### src/rtl/slimit_pkg.sv
// Shared types and the wide signed compare/select used by both limiter stages.
// Values are carried at 33 bits so any WIDTH up to 32 clamps exactly, including -2^(WIDTH-1).
package slimit_pkg;

  localparam int CW = 33;

  typedef logic signed [CW-1:0] cval_t;

  typedef struct packed {
    logic clip;
    logic slew;
  } lim_flags_t;

  // max(lo, min(a, hi)): lo wins when the window is inverted
  function automatic cval_t sclamp3(input cval_t a, input cval_t lo, input cval_t hi);
    cval_t t;
    t = (a > hi) ? hi : a;
    return (t < lo) ? lo : t;
  endfunction

endpackage

### src/rtl/slimit_clamp_stage.sv
// First pipeline stage of slimit_slew: clamps the incoming sample to [lo,hi] and
// registers it with its channel and clip flag whenever the stage is allowed to advance.
module slimit_clamp_stage
  import slimit_pkg::*;
#(
  parameter int WIDTH = 16,
  parameter int CH_W  = 2
) (
  input  logic                    clk,
  input  logic                    rst_n,
  input  logic                    i_en,
  input  logic                    i_valid,
  input  logic [CH_W-1:0]         i_ch,
  input  logic signed [WIDTH-1:0] i_data,
  input  logic signed [WIDTH-1:0] i_lo,
  input  logic signed [WIDTH-1:0] i_hi,
  output logic                    o_valid,
  output logic [CH_W-1:0]         o_ch,
  output logic signed [WIDTH-1:0] o_data,
  output logic                    o_clip
);

  cval_t w_a;
  cval_t w_c;

  assign w_a = cval_t'(i_data);
  assign w_c = sclamp3(w_a, cval_t'(i_lo), cval_t'(i_hi));

  always_ff @(posedge clk or negedge rst_n) begin
    if (!rst_n) begin
      o_valid <= 1'b0;
      o_ch    <= '0;
      o_data  <= '0;
      o_clip  <= 1'b0;
    end else if (i_en) begin
      o_valid <= i_valid;
      o_ch    <= i_ch;
      o_data  <= WIDTH'(w_c);
      o_clip  <= (w_c != w_a);
    end
  end

endmodule

### src/rtl/slimit_slew.sv
// Multi-channel signed limiter: window clamp (stage 1) followed by a per-channel
// slew-rate limit against that channel's previous output (stage 2, the output register).
module slimit_slew
  import slimit_pkg::*;
#(
  parameter int WIDTH    = 16,
  parameter int CHANNELS = 4,
  parameter int CH_W     = ($clog2(CHANNELS) > 0) ? $clog2(CHANNELS) : 1,
  parameter int SLEW_EN  = 1
) (
  input  logic                    clk,
  input  logic                    rst_n,
  input  logic                    in_valid,
  output logic                    in_ready,
  input  logic [CH_W-1:0]         in_ch,
  input  logic signed [WIDTH-1:0] in_data,
  input  logic signed [WIDTH-1:0] lo_limit,
  input  logic signed [WIDTH-1:0] hi_limit,
  input  logic [WIDTH-2:0]        rate,
  input  logic                    init,
  output logic                    out_valid,
  input  logic                    out_ready,
  output logic [CH_W-1:0]         out_ch,
  output logic signed [WIDTH-1:0] out_data,
  output logic                    out_clip,
  output logic                    out_slew,
  output logic [CHANNELS-1:0]     sticky_clip,
  input  logic                    sticky_clr
);

  logic                    w_adv1;
  logic                    w_adv2;
  logic                    w_load;
  logic                    w_s1_valid;
  logic [CH_W-1:0]         w_s1_ch;
  logic signed [WIDTH-1:0] w_s1_data;
  logic                    w_s1_clip;
  logic signed [WIDTH-1:0] w_hist;
  logic signed [WIDTH-1:0] w_y;
  cval_t                   w_d;
  cval_t                   w_dl;
  cval_t                   w_rate;
  lim_flags_t              w_flags;
  logic [CHANNELS-1:0]     w_set;
  logic signed [WIDTH-1:0] r_hist [CHANNELS];

  assign w_adv2   = !out_valid || out_ready;
  assign w_adv1   = !w_s1_valid || w_adv2;
  assign w_load   = w_adv2 && w_s1_valid;
  assign in_ready = w_adv1;

  slimit_clamp_stage #(
    .WIDTH (WIDTH),
    .CH_W  (CH_W)
  ) u_clamp (
    .clk     (clk),
    .rst_n   (rst_n),
    .i_en    (w_adv1),
    .i_valid (in_valid),
    .i_ch    (in_ch),
    .i_data  (in_data),
    .i_lo    (lo_limit),
    .i_hi    (hi_limit),
    .o_valid (w_s1_valid),
    .o_ch    (w_s1_ch),
    .o_data  (w_s1_data),
    .o_clip  (w_s1_clip)
  );

  // History of the channel currently in stage 1 and the sticky-set mask for it
  always_comb begin
    w_hist = '0;
    w_set  = '0;
    for (int k = 0; k < CHANNELS; k++) begin
      w_hist   = (w_s1_ch == CH_W'(k)) ? r_hist[k] : w_hist;
      w_set[k] = w_load && w_s1_clip && (w_s1_ch == CH_W'(k));
    end
  end

  // y stays between hist and c, so the truncation back to WIDTH is lossless
  always_comb begin
    w_d          = cval_t'(w_s1_data) - cval_t'(w_hist);
    w_rate       = cval_t'(rate);
    w_dl         = sclamp3(w_d, -w_rate, w_rate);
    w_flags.clip = w_s1_clip;
    if (SLEW_EN != 0) begin
      w_y          = WIDTH'(cval_t'(w_hist) + w_dl);
      w_flags.slew = (w_dl != w_d);
    end else begin
      w_y          = w_s1_data;
      w_flags.slew = 1'b0;
    end
  end

  always_ff @(posedge clk or negedge rst_n) begin
    if (!rst_n) begin
      out_valid <= 1'b0;
      out_ch    <= '0;
      out_data  <= '0;
      out_clip  <= 1'b0;
      out_slew  <= 1'b0;
    end else if (w_adv2) begin
      out_valid <= w_s1_valid;
      if (w_s1_valid) begin
        out_ch   <= w_s1_ch;
        out_data <= w_y;
        out_clip <= w_flags.clip;
        out_slew <= w_flags.slew;
      end
    end
  end

  // A stage-2 load beats init for its own channel; init zeroes the rest
  always_ff @(posedge clk or negedge rst_n) begin
    if (!rst_n) begin
      for (int k = 0; k < CHANNELS; k++) r_hist[k] <= '0;
    end else begin
      for (int k = 0; k < CHANNELS; k++) begin
        if (w_load && (w_s1_ch == CH_W'(k))) r_hist[k] <= w_y;
        else if (init)                       r_hist[k] <= '0;
      end
    end
  end

  always_ff @(posedge clk or negedge rst_n) begin
    if (!rst_n) sticky_clip <= '0;
    else        sticky_clip <= w_set | (sticky_clr ? {CHANNELS{1'b0}} : sticky_clip);
  end

endmodule

### config.mk
export PLATFORM = sky130hd
export DESIGN_NAME = slimit_slew
export DESIGN_NICKNAME = d
export VERILOG_FILES = /design/src/rtl/slimit_pkg.sv /design/src/rtl/slimit_clamp_stage.sv /design/src/rtl/slimit_slew.sv
export SDC_FILE = /design/constraint.sdc
export NUM_CORES = 1
export LEC_CHECK = 0
export ABC_AREA = 1
export CAP_MARGIN = 20
export CELL_PAD_IN_SITES_DETAIL_PLACEMENT = 0
export CELL_PAD_IN_SITES_GLOBAL_PLACEMENT = 1
export CORE_MARGIN = 2
export CORE_UTILIZATION = 42
export DETAILED_ROUTE_END_ITERATION = 8
export HOLD_SLACK_MARGIN = 0.1
export PLACE_DENSITY = 0.82
export SKIP_CTS_REPAIR_TIMING = 1
export SLEW_MARGIN = 20
export SYNTH_ARGS = -nofsm -noshare
export SYNTH_HDL_FRONTEND = slang
export SYNTH_SLANG_ARGS = --single-unit
export TNS_END_PERCENT = 10
### constraint.sdc
create_clock -name clk -period 9.25 [get_ports clk]
set_input_delay 2.775 -clock clk [delete_from_list [all_inputs] [get_ports clk]]
set_output_delay 2.775 -clock clk [all_outputs]
set_load 0.05 [all_outputs]
Word level (Yosys, flattened, before mapping)
Cells that the tools add are included.

word-level totals
  bits in registers = 109
  input port bits = 71

operators by class
  add/sub/neg operators = 3
  order comparisons = 4
  eq/ne operators = 5
  muxes and demuxes = 14
  bitwise gates (word level) = 1
  reduce and logical (&&, ||, !) cells = 20

operator list
  kind                count
  $mux 16             9
  $mux 33             4
  $lt 33x16->1        1
  $lt 33x33->1        1
  $ne 33x16->1        1
  $ne 33x17->1        1
  $neg 15->33         1
  $gt 17x16->1        1
  $sub 16x16->17      1
  $add 16x16->16      1
  $gt 16x16->1        1
  $logic_and 1x1->1   10
  $reduce_bool 2->1   4
  $eq 2x2->1 const B  2
  $mux 4              1
  $or 4x4->4          1
  $eq 2x1->1 const B  1
  $logic_not 1->1     2
  $logic_not 2->1     1
  $logic_or 1x1->1    2
  $reduce_and 2->1    1

Depth between registers and ports, before layout
  depth after elaboration = 12
  mapped depth = 62

Modules after synthesis
Synthesis repeated with hierarchy kept, for this count alone.

second synthesis, totals
  cells, all modules = 1475
  area total of the unflattened synthesis = 10025.9 µm²

by module, submodules not included
  module              times used  cells each  area each (µm²)  seq. area each (µm²)
  slimit_slew         1           1072        7534.7           2227.1
  slimit_clamp_stage  1           403         2491.1           500.5

Least setup slack after synthesis
No wires, ideal clock.

  kind = input to register
  start point = in rate[2]
  end point = reg out_data[15]
  library setup time = 118 ps
  arrival time = 7737 ps
  required time = 9132 ps
  slack = 1395 ps
  stages on the path = 36
  path buffers = 2
  cell sequence = nor3_1 > inv_1 > nor2_1 > inv_1 > or2_2 > nor2_1 > nand3_1 > nor2_1 > clkinv_1 > nor4_1 > ha_1 > nand2_1 > nor2_1 > a211oi_1 > o21ai_0 > a221oi_1 > o21ai_0 > nand3_1 > a21oi_1 > a211oi_1 > nand2_2 > nand2_2 > nand2_2 > buf_6 > buf_6 > nand2_1 > o21ai_2 > ha_1 > a21oi_1 > inv_1 > a31oi_1 > nor2_1 > a2111oi_0 > nand3_2 > nand3_1 > nand2_1

on the way
  longest elaborated chain between the ends = 5

ends and longest elaborated chain
  what                  line                RTL
  from (decl)           slimit_slew.sv:19   input logic [WIDTH-2:0] rate,
  $gt 17x16->1          slimit_pkg.sv:17    t = (a > hi) ? hi : a;
  $mux 33               slimit_pkg.sv:17
  $lt 33x33->1          slimit_pkg.sv:18    return (t < lo) ? lo : t;
  $mux 33 *             slimit_pkg.sv:18
  $add 16x16->16 *      slimit_slew.sv:87   w_y = WIDTH'(cval_t'(w_hist) + w_dl);
  to (signal assigned)  slimit_slew.sv:106  out_data <= w_y;
  to (decl)             slimit_slew.sv:24   output logic signed [WIDTH-1:0] out_data,

Mark *: on every way between the ends. The rest lies on a longest branch, timed or not.
A chain may end at the register's enable or synchronous reset.

Worst setup path in the final report
  start point = in rate[4]
  end point = reg out_data[13]

The elaborated chain is that of the path after synthesis.

==> flow_summary.yaml <==
outcome:
  status: "finished, final reports clean"
setup_path:
  critPathMaxFanout: 23
  crit_family: "simple AND/OR/NAND/NOR gates"
  cp_num_buf_inv: 5
  endpoint_kind: "flop"
  timing.rr.start: "u_clamp.o_ch[1]$_DFFE_PN0P_"
  cp.required_ns: 9.51
  cp.arrival_ns: 8.73
  worst_setup_path_start_kind: "primary input"
  crit_path_frequent_cell: "nand2_1"
  worstSetupPathType: "primary input to flop"
  crit_path_start: "rate[4]"
  reg2reg_depth: 49
  r2r_end: "out_data[13]$_DFFE_PN0P_"
  cpPeakStageDelay_ns: 0.58
  worst_path_max_delay_cell: "clkdlybuf4s50_1"
  rrSetupSlack_ns: 0.93
layout:
  insertedDiodeCount: 0
  drive_above_1_share: 0.0621
  multiInputGateArea_sq_um: 5950
  fin_nets: 1656
  syn_to_final_growth_pct: 17.2
  final-seq-area_sq_um: 2730
  fillers: 2308
synth:
  synth-edff-count: 0
  synth_top_area_share: 0.284
  synth_area_leaders: "dfrtp_1, nand2_1, ha_1"
  synthMostInstantiatedCell: "nand2_1"
  ys_seq_area_frac: 0.284
  avgSynthCellArea_sq_um: 6.96
  yosysTopAreaCell: "dfrtp_1"
  synth_cell_types: 45
  yosysWarnings: 0
  synth_flop_cell: "dfrtp_1"
  synth_common_cells: "nand2_1, inv_1, o21ai_0"
  async_flop_share: 1.00
  synth_cells: 1379
  synth_seq_cells: 109
  syn_area_sq_um: 9600
  synth.net_count: 1559
timing:
  max_slew_margin: 0.291
  period_needed_ns: 8.48
  setup_tns_ns: 0
  hold_viol: 0
  worst_pin_slew_ns: 1.06
  skew_ns: 0.0141
  finalSetupViolations: 0
  rsz0062_at_grt: "false"
  drv_slew: 0
  fin_crit_sh: 0.916
  fmax_ghz: 0.118
routing:
  drc: 0
  wl_um: 28000
  vias: 9224
  dr.first_iter.drc_count: 492
  wl_per_cell_um: 15.8
  ant_nets: 0
  dr.pass1.iters: 5
  routed_via_density: 5.22
global_route:
  top_usage_layer: "met2"
  grt_pass1_vias: 8820
  grt_max_degree: 71
  met3_usage: 0.0287
  global_route.usage.met1: 0.325
  grt_antenna_before_repair: 0
  use_met2: 0.397
  grt_usage: 0.236
  grt.overflow.total: 0
  grt_pass1_wl_um: 45600
placed_design:
  globalplace.congestion: 0.897
  port_buffers: 96
  dp_hpwl_um: 22400
floorplanning:
  initial_core_util: 0.425
  coreArea_sq_um: 22600
  die_area_sq_um: 24100
  die_h_um: 155
  ios: 97
  die_w_um: 155
  num_rows: 55
clocking:
  clk_pin_slew_ns: 0.08
  numCtsBuffers: 9
  clock_sinks: 109
  htree_levels: 3
  clk_path_buf_depth: 2
  clock_latency_ns: 0.36
  cts_tree: "built"
  clock-root-buffer: "clkbuf_16"
worst_hold_path:
  hold_end: "r_hist[23]$_DFFE_PN0P_"
  hold_class: "flop to flop"
  min_path_cells: 2
  worstHoldStart: "r_hist[23]$_DFFE_PN0P_"
job:
  drv_cap: 0
-- worst max-delay path by stage --
| stage | to | slack, ns | cells past startpoint |
|---|---|---|---|
| floorplan | out_data[15]$_DFFE_PN0P_ | 1.39 | 36 |
| finish | out_data[13]$_DFFE_PN0P_ | 0.77 | 38 |
| global route | r_hist[31]$_DFFE_PN0P_ | 0.02 | 50 |
| detailed placement | r_hist[31]$_DFFE_PN0P_ | 0.34 | 35 |
| global placement | r_hist[47]$_DFFE_PN0P_ | 0.39 | 38 |
| CTS | r_hist[47]$_DFFE_PN0P_ | 0.66 | 49 |
-- tightest hold or removal path: stages (launching register included) --
cell and delay, ns:
dfrtp_1 0.34, nand2_1 0.05, nand2_1 0.06
-- cell families after synthesis --
| group | after synthesis | share of synthesized area |
|---|---|---|
| xor gates and xnor gates | 45 | 0.0418 |
| and+or+nand+nor | 623 | 0.282 |
| DFF | 109 | 0.284 |
| AOI/OAI and AO/OA | 253 | 0.151 |
| adders and majority gates | 109 | 0.144 |
| buffers and inverters | 240 | 0.0973 |
-- sequential cells by signal, summed over array words and instances, names as in the netlist --
name and cells:
sticky_clip 4, u_clamp.o_valid 1, out_data 16, u_clamp.o_ch 2, u_clamp.o_clip 1, out_valid 1
out_clip 1, out_slew 1, out_ch 2, u_clamp.o_data 16, r_hist 64
-- per-stage QoR --
step / setup WS [ns] / area, sq um / util / instances / hold slack, ns
after floorplan: 1.39 / 9600 / - / 1379 / 0.444
after global placement: 0.389 / 10900 / 0.485 / 1750 / 0.459
after detailed placement: 0.336 / 10900 / 0.485 / 1750 / 0.462
after global routing: 0.0237 / 11300 / 0.498 / 1766 / 0.501
final: 0.773 / 11300 / 0.498 / 1766 / 0.480
after CTS: 0.658 / 11200 / 0.498 / 1766 / 0.482
-- cell type report --
cell class              count  area share
multi-input cells        1030       0.529
flip-flops and latches    109       0.243
repair buffers            120       0.101
inverters                 206      0.0687
well taps                 285      0.0317
clock buffers               9      0.0200
clock inverters             7     0.00701
-- layout by cell type, fill, tap and decap left out, drive strengths merged, types with 2 or more instances in the layout --
cell	count
dfrtp	109
ha	107
fa	2
nand4	15
o22ai	20
xor2	33
inv	207
a31oi	4
o211ai	2
o21a	5
a21oi	57
nand2	404
and2	4
o21bai	3
nor4	17
nor2	57
xnor2	12
a22o	8
a221oi	4
clkbuf	9
nor3	18
clkinvlp	2
buf	25
or2	3
o221ai	2
nand3	99
nand3b	5
a211oi	8
clkdlybuf4s50	95
clkinv	4
o21ai	136
-- routing by layer --
layer  wire length (um)  share of wire
met1              13200           0.47
met2              13100           0.47
met3               1210          0.043
met4                437          0.016
met5                  0              0
Power is not shown: default switching activity piles up to over one toggle a cycle in this logic, so the estimate is an artifact.
